===== src/rtl/regfile_wb_arbiter.sv =====
// Round-robin arbiter sharing the register-file write port between the ALU pipe (req0)
// and the MDU/load unit (req1), plus a pending-write scoreboard for RAW stall checks.
module regfile_wb_arbiter #(
  parameter int DW = 32,
  parameter int AW = 5
) (
  input  logic          clk,
  input  logic          rst,
  input  logic [1:0]    req_valid,
  output logic [1:0]    req_ready,
  input  logic [AW-1:0] req0_addr,
  input  logic [DW-1:0] req0_data,
  input  logic [AW-1:0] req1_addr,
  input  logic [DW-1:0] req1_data,
  input  logic          rsv_valid,
  input  logic [AW-1:0] rsv_addr,
  input  logic [AW-1:0] rs1_addr,
  input  logic [AW-1:0] rs2_addr,
  output logic          rs1_busy,
  output logic          rs2_busy,
  output logic          wb_we,
  output logic [AW-1:0] wb_addr,
  output logic [DW-1:0] wb_data
);

  localparam int NREG = 2**AW;

  typedef struct packed {
    logic [AW-1:0] addr;
    logic [DW-1:0] data;
  } wb_req_t;

  wb_req_t             req [2];
  wb_req_t             sel;
  logic [1:0]          gnt;
  logic                last_grant;
  logic [NREG-1:0]     busy, busy_nxt;

  assign req[0] = '{addr: req0_addr, data: req0_data};
  assign req[1] = '{addr: req1_addr, data: req1_data};

  // On contention the requester that did not win last time gets the port.
  always_comb begin
    gnt = 2'b00;
    if (!rst) begin
      case (req_valid)
        2'b01:   gnt = 2'b01;
        2'b10:   gnt = 2'b10;
        2'b11:   gnt = last_grant ? 2'b01 : 2'b10;
        default: gnt = 2'b00;
      endcase
    end
  end

  assign req_ready = gnt;
  assign sel       = gnt[1] ? req[1] : req[0];

  always_ff @(posedge clk or posedge rst) begin
    if (rst) begin
      last_grant <= 1'b1;
      wb_we      <= 1'b0;
      wb_addr    <= '0;
      wb_data    <= '0;
    end else begin
      wb_we <= 1'b0;
      if (gnt != 2'b00) begin
        last_grant <= gnt[1];
        // Register 0 is hardwired zero: accept the transfer but never write it.
        if (sel.addr != '0) begin
          wb_we   <= 1'b1;
          wb_addr <= sel.addr;
          wb_data <= sel.data;
        end
      end
    end
  end

  // A fresh reservation on the commit edge supersedes the clear.
  always_comb begin
    busy_nxt = busy;
    if (wb_we)
      busy_nxt[wb_addr] = 1'b0;
    if (rsv_valid)
      busy_nxt[rsv_addr] = 1'b1;
    busy_nxt[0] = 1'b0;
  end

  always_ff @(posedge clk or posedge rst) begin
    if (rst)
      busy <= '0;
    else
      busy <= busy_nxt;
  end

  assign rs1_busy = busy[rs1_addr];
  assign rs2_busy = busy[rs2_addr];

endmodule


===== config.mk =====
export PLATFORM = sky130hd
export DESIGN_NAME = regfile_wb_arbiter
export DESIGN_NICKNAME = d
export VERILOG_FILES = /design/src/rtl/regfile_wb_arbiter.sv
export SDC_FILE = /design/constraint.sdc
export NUM_CORES = 1
export LEC_CHECK = 0
export CORE_MARGIN = 2
export CORE_UTILIZATION = 46
export CTS_CLUSTER_SIZE = 40
export DETAILED_ROUTE_END_ITERATION = 10
export HOLD_SLACK_MARGIN = 0.02
export PLACE_DENSITY = 0.81
export SLEW_MARGIN = 40
export SYNTH_ARGS = -nofsm -noshare
export SYNTH_HDL_FRONTEND = slang
export SYNTH_SLANG_ARGS = --single-unit

===== constraint.sdc =====
create_clock -name clk -period 2.5 [get_ports clk]
set_input_delay 0.375 -clock clk [delete_from_list [all_inputs] [get_ports clk]]
set_output_delay 0.375 -clock clk [all_outputs]
set_load 0.02 [all_outputs]

==> Yosys cells after proc, flatten, opt, wreduce, memory -nomap -nowiden <==
Cells that the tools add are included.
{ "totals": {"output_inout_bits": 42, "register_bits": 70, "in_bits": 94} }
{ "classes": {"n_bitwise": 3, "n_mux": 16, "eq_ne": 3, "n_lt_le_gt_ge": 6, "n_reduce_logical": 5} }
{ "op_table": {"columns": ["operator", "count"], "rows": [
  ["32-bit 2-to-1 mux", 2],
  ["37-bit 2-to-1 mux", 1],
  ["32-bit AND", 1],
  ["32-bit inverter", 1],
  ["32-bit OR", 1],
  ["5-bit by 6-bit < comparator with 1-bit output (second input constant)", 4],
  ["1-bit binary-select mux with 5-bit select", 2],
  ["1-bit demux with 5-bit select", 2],
  ["5-bit by 1-bit greater-or-equal comparator with 1-bit output (second input constant)", 2],
  ["1-bit 2-to-1 mux", 6],
  ["2-bit case mux with 3 select lines", 1],
  ["5-bit nonzero test", 1],
  ["2-bit == test (second input constant)", 2],
  ["2-bit 2-to-1 mux", 2],
  ["2-bit by 1-bit == test with 1-bit output (second input constant)", 1],
  ["1-bit logical AND", 2],
  ["2-bit AND reduction", 1],
  ["2-bit nonzero test", 1]
]} }

==> Logic depth before layout (Yosys ltp) <==
{ "logic_depth": {"depth_word": 9, "mapped_depth": 5, "ltp_nobuf": 4} }

==> Worst setup path before layout <==
No wires, ideal clock.
{ "synth_path": {"path_kind": "input port to flip-flop", "start": "input rst", "end": "register wb_addr[0]", "cell_stages": 5, "required_ns": 2.375, "t_arrival_ns": 2.787, "setup_ns": 0.125, "slack_ns": -0.412, "cell_sequence": "inv_2 > o21ai_0 > o32ai_4 > buf_6 > mux2_4"} }
{ "synth_via": {"elab_chain_cells": 4, "word_cells_on_any_way": 5, "classes_between": "mux (2); reduce/logical (3)"} }
{ "synth_rtl": {"columns": ["item", "line_no", "source"], "rows": [
  ["start, declared", "8", "input logic rst,"],
  ["2-bit 2-to-1 mux *", "45", "if (!rst) begin"],
  ["37-bit 2-to-1 mux", "56", "assign sel = gnt[1] ? req[1] : req[0];"],
  ["5-bit nonzero test", "69", "if (sel.addr != '0) begin"],
  ["2-bit AND reduction (no line)", null, null],
  ["end signal, assigned", "71", "wb_addr <= sel.addr;"],
  ["end, declared", "22", "output logic [AW-1:0] wb_addr,"]
]} }
Every way passes the cells marked *; elsewhere a longest branch is shown, timed or not.
A chain may end at the register's enable or synchronous reset.

==> Final worst setup path <==
{ "layout_path": {"start": "input rs2_addr[1]", "end": "output rs2_busy"} }
{ "layout_via": {"elab_chain_cells": 2} }
{ "layout_rtl": {"columns": ["item", "line_no", "source"], "rows": [
  ["start, declared", "18", "input logic [AW-1:0] rs2_addr,"],
  ["1-bit binary-select mux with 5-bit select", "96", "assign rs2_busy = busy[rs2_addr];"],
  ["1-bit 2-to-1 mux (not written as such)", "96", null],
  ["end, declared", "20", "output logic rs2_busy,"]
]} }
No other way between the ends. The select of a mux whose other input is x is not followed.

==> flow_metrics.py <==
metrics = {
    "timing": {
        "hold_viol_final": 0,
        "slew_viol_final": 0,
        "setup_viol_count_final": 0,
        "setup_ws_ns": 0.0975,
        "fmax_ghz": 0.416,
        "worstMarginPinSlew_ns": 0.446,
        "fin_crit_sh_pct": 96.1,
        "finalClockSkew_ns": 0.0145,
        "max_slew_margin_pct": 70.3,
        "finalCriticalPeriod_ns": 2.40,
        "rsz0062_at_grt": "no",
    },
    "drt": {
        "top_layer": "met4",
        "wl_met1_mm": 4.30,
        "drc": 0,
        "met2_length_mm": 5.47,
        "dr.pass1.iters": 5,
        "vias": 3387,
        "ant_nets": 0,
        "viasPerCell": 5.68,
        "wl_per_cell_um": 18.5,
        "finalWirelength_mm": 11.0,
        "drtIter0Drc": 237,
        "dr_wl_met3_mm": 1.09,
    },
    "layout": {
        "post-route-util_pct": 69.4,
        "nets": 580,
        "area_growth_pct": 46.1,
        "layout_commonest_cell": "clkdlybuf4s50_1",
        "layout_common_cells": "131 x clkdlybuf4s50_1, 69 x dfrtp_1, 65 x o21ai_0",
        "nFillCells": 575,
        "stdcell_count": 596,
        "layout-drive-gt1-share_pct": 25.1,
        "antenna_cells": 0,
        "final_design_area_no_fill_um2": 5700,
    },
    "synth": {
        "ys_dominant_reg_cell": "dfrtp_1",
        "synthAdderAreaFrac_pct": 0,
        "synthArstFlopShare_pct": 100,
        "synth.avg_cell_area_um2": 11.8,
        "synth_top_family_by_area": "multiplexers",
        "seq_area_frac_synth_pct": 44.9,
        "synth_top_area_share_pct": 44.2,
        "synth_xor_area_share_pct": 0,
        "synthCells": 330,
        "synth_compound_area_share_pct": 12.9,
        "yosysWarnings": 0,
        "synth_edf_count": 0,
        "synth_area_um2": 3900,
        "yosys_register_bits": 70,
        "synth_mux_area_share_pct": 31.2,
        "synth_largest_area_cell": "dfrtp_1",
        "synth_area_leaders": "dfrtp_1 44%, mux2_2 12%, mux2_4 11%",
        "syn-num-nets": 424,
        "synth_cell_types": 36,
        "yosys.area_share.simple_pct": 8.75,
    },
    "power_and_ir_drop": {
        "p_sw_share_pct": 33.8,
        "comb_power_share_pct": 35.3,
        "cellPowerDensity_nw_per_um2": 750,
        "pwr-share-seq_pct": 42.6,
        "p_clk_share_pct": 22.1,
        "ir_drop_mv": 0.404,
        "switching_power_mw": 1.44,
        "intPower_mw": 2.83,
        "p_leak_nw": 2.32,
    },
    "floorplan": {
        "fp.dieArea_um2": 9240,
        "row_count": 33,
        "die_w_um": 96.1,
        "initial_core_util_pct": 47.5,
        "io_pins": 136,
        "fp.dieH_um": 96.1,
        "core_area_um2": 8220,
    },
    "place": {
        "portBuffers": 135,
        "postPlaceCellArea_um2": 5500,
        "place_congestion": 0.843,
        "dp.cells": 580,
        "dp_hpwl_mm": 8.41,
        "place_ws_ns": -0.332,
    },
    "critical_path": {
        "crit_required_ns": 2.12,
        "startpoint_type": "primary input",
        "crit_fanout": 6,
        "cpPeakStageDelay_ns": 0.61,
        "path_buf_inv": 3,
        "cp_top_family": "buffers and inverters",
        "reg2reg_setup_slack_ns": 0.60,
        "crit_chain": "clkdlybuf4s50_1, buf_4, nor2_1, a211oi_1, nand3_1, nand4_1, dlygate4sd2_1",
        "crit_path_end_kind": "output port",
        "slowest_stage": "clkdlybuf4s50_1",
        "crit_type": "primary input to output port",
        "arrival_ns": 2.03,
    },
    "clock_network": {
        "cts_tree": "built",
        "ctsResizeCount": 4,
        "cts_setup_buffers": 0,
        "h-tree-depth": 3,
        "cts-root-buf": "clkbuf_8",
        "clock_tree.buffer_depth": 2,
        "cts.clk_slew.worst_paths_ns": 0.07,
        "insertion_delay_ns": 0.35,
        "cts_sinks": 70,
        "cts_buffers": 9,
        "postCtsHoldBufs": 0,
    },
    "grt": {
        "first_global_vias": 3570,
        "grt.total_usage_pct": 25.2,
        "grt_max_degree": 38,
        "antenna_found_initial": 0,
        "grt_pass1_wl_mm": 17.4,
        "grt-ovfl-total": 0,
    },
    "run": {
        "cap_violations": 0,
    },
    "run_status": {
        "status": "completed",
    },
    "min_path": {
        "holdCritPathClass": "flop to flop",
    },
}
[cells by family (layout without fill, tap and decap cells)]
logic type / count (synthesis) / in the layout
DFF: 70 / 70
AOI/OAI and AO/OA: 87 / 87
buffers and inverters: 17 / 178
and+or+nand+nor: 61 / 61
muxes: 95 / 95
[power groups by stage]
stage | Clock (mW) | Combinational, mW | Sequential [mW]
6_report | 0.945 | 1.51 | 1.82
5_1_grt | 1.01 | 1.64 | 1.86
4_1_cts | 0.962 | 1.51 | 1.80
3_5_place_dp | 0 | 1.51 | 1.82
3_3_place_gp | 0 | 1.47 | 1.79
2_1_floorplan | 0 | 0.770 | 1.84
[final cells by class]
class | count | area [um2] | area share (%)
Clock buffer | 10 | 138 | 2.41
Timing Repair Buffer | 157 | 1520 | 26.7
Inverter | 5 | 21.3 | 0.373
Tap cell | 105 | 131 | 2.30
Clock inverter | 6 | 70.1 | 1.23
Sequential cell | 70 | 1750 | 30.8
Multi-Input combinational cell | 243 | 2060 | 36.2
[final timing paths]
| kind | startpoint | endpoint | cells after the start |
|---|---|---|---|
| min reg2reg | wb_data[14] | wb_data[14] | 1 |
| min in group asynchronous | rst | wb_data[3] | 3 |
| max in group asynchronous | rst | wb_addr[2] | 3 |
| max reg2reg | last_grant | wb_data[29] | 5 |
| max | rs2_addr[1] | rs2_busy | 7 |
| min | wb_data[14] | wb_data[14] | 1 |
[Yosys cell counts, types with 4 or more instances]
cell type and instances:
dfrtp_1 69, mux2_4 28, nor2_1 8, mux2i_1 19
nand2_1 10, inv_1 4, a21oi_1 6, a22oi_1 4
o21ai_0 65, mux4_2 6, mux2_2 42, clkbuf_1 6
nor2b_1 4, nand3b_1 10, nand2b_1 5, nand3_1 13
[metrics by stage]
stage          TNS (ns)  total power, mW  hold slack (ns)
6_report              0             4.27            0.510
3_3_place_gp     -0.558             3.26            0.487
3_5_place_dp     -0.646             3.33            0.497
4_1_cts               0             4.28            0.515
2_1_floorplan         0             2.61            0.396
5_1_grt               0             4.50            0.524
[flip-flops by register name (all words and copies together), names as in the netlist]
| signal | flops |
|---|---|
| last_grant | 1 |
| wb_data | 32 |
| wb_we | 1 |
| busy | 31 |
| wb_addr | 5 |
[per-layer routing]
metal / global-route usage (%) / vias up
met3: 9.16 / 15
met4: 7.74 / 0
met2: 42.4 / 170
met1: 30.3 / 1652
met5: 0 / -
li1: - / 1550
(Power assumes the default switching activity.)
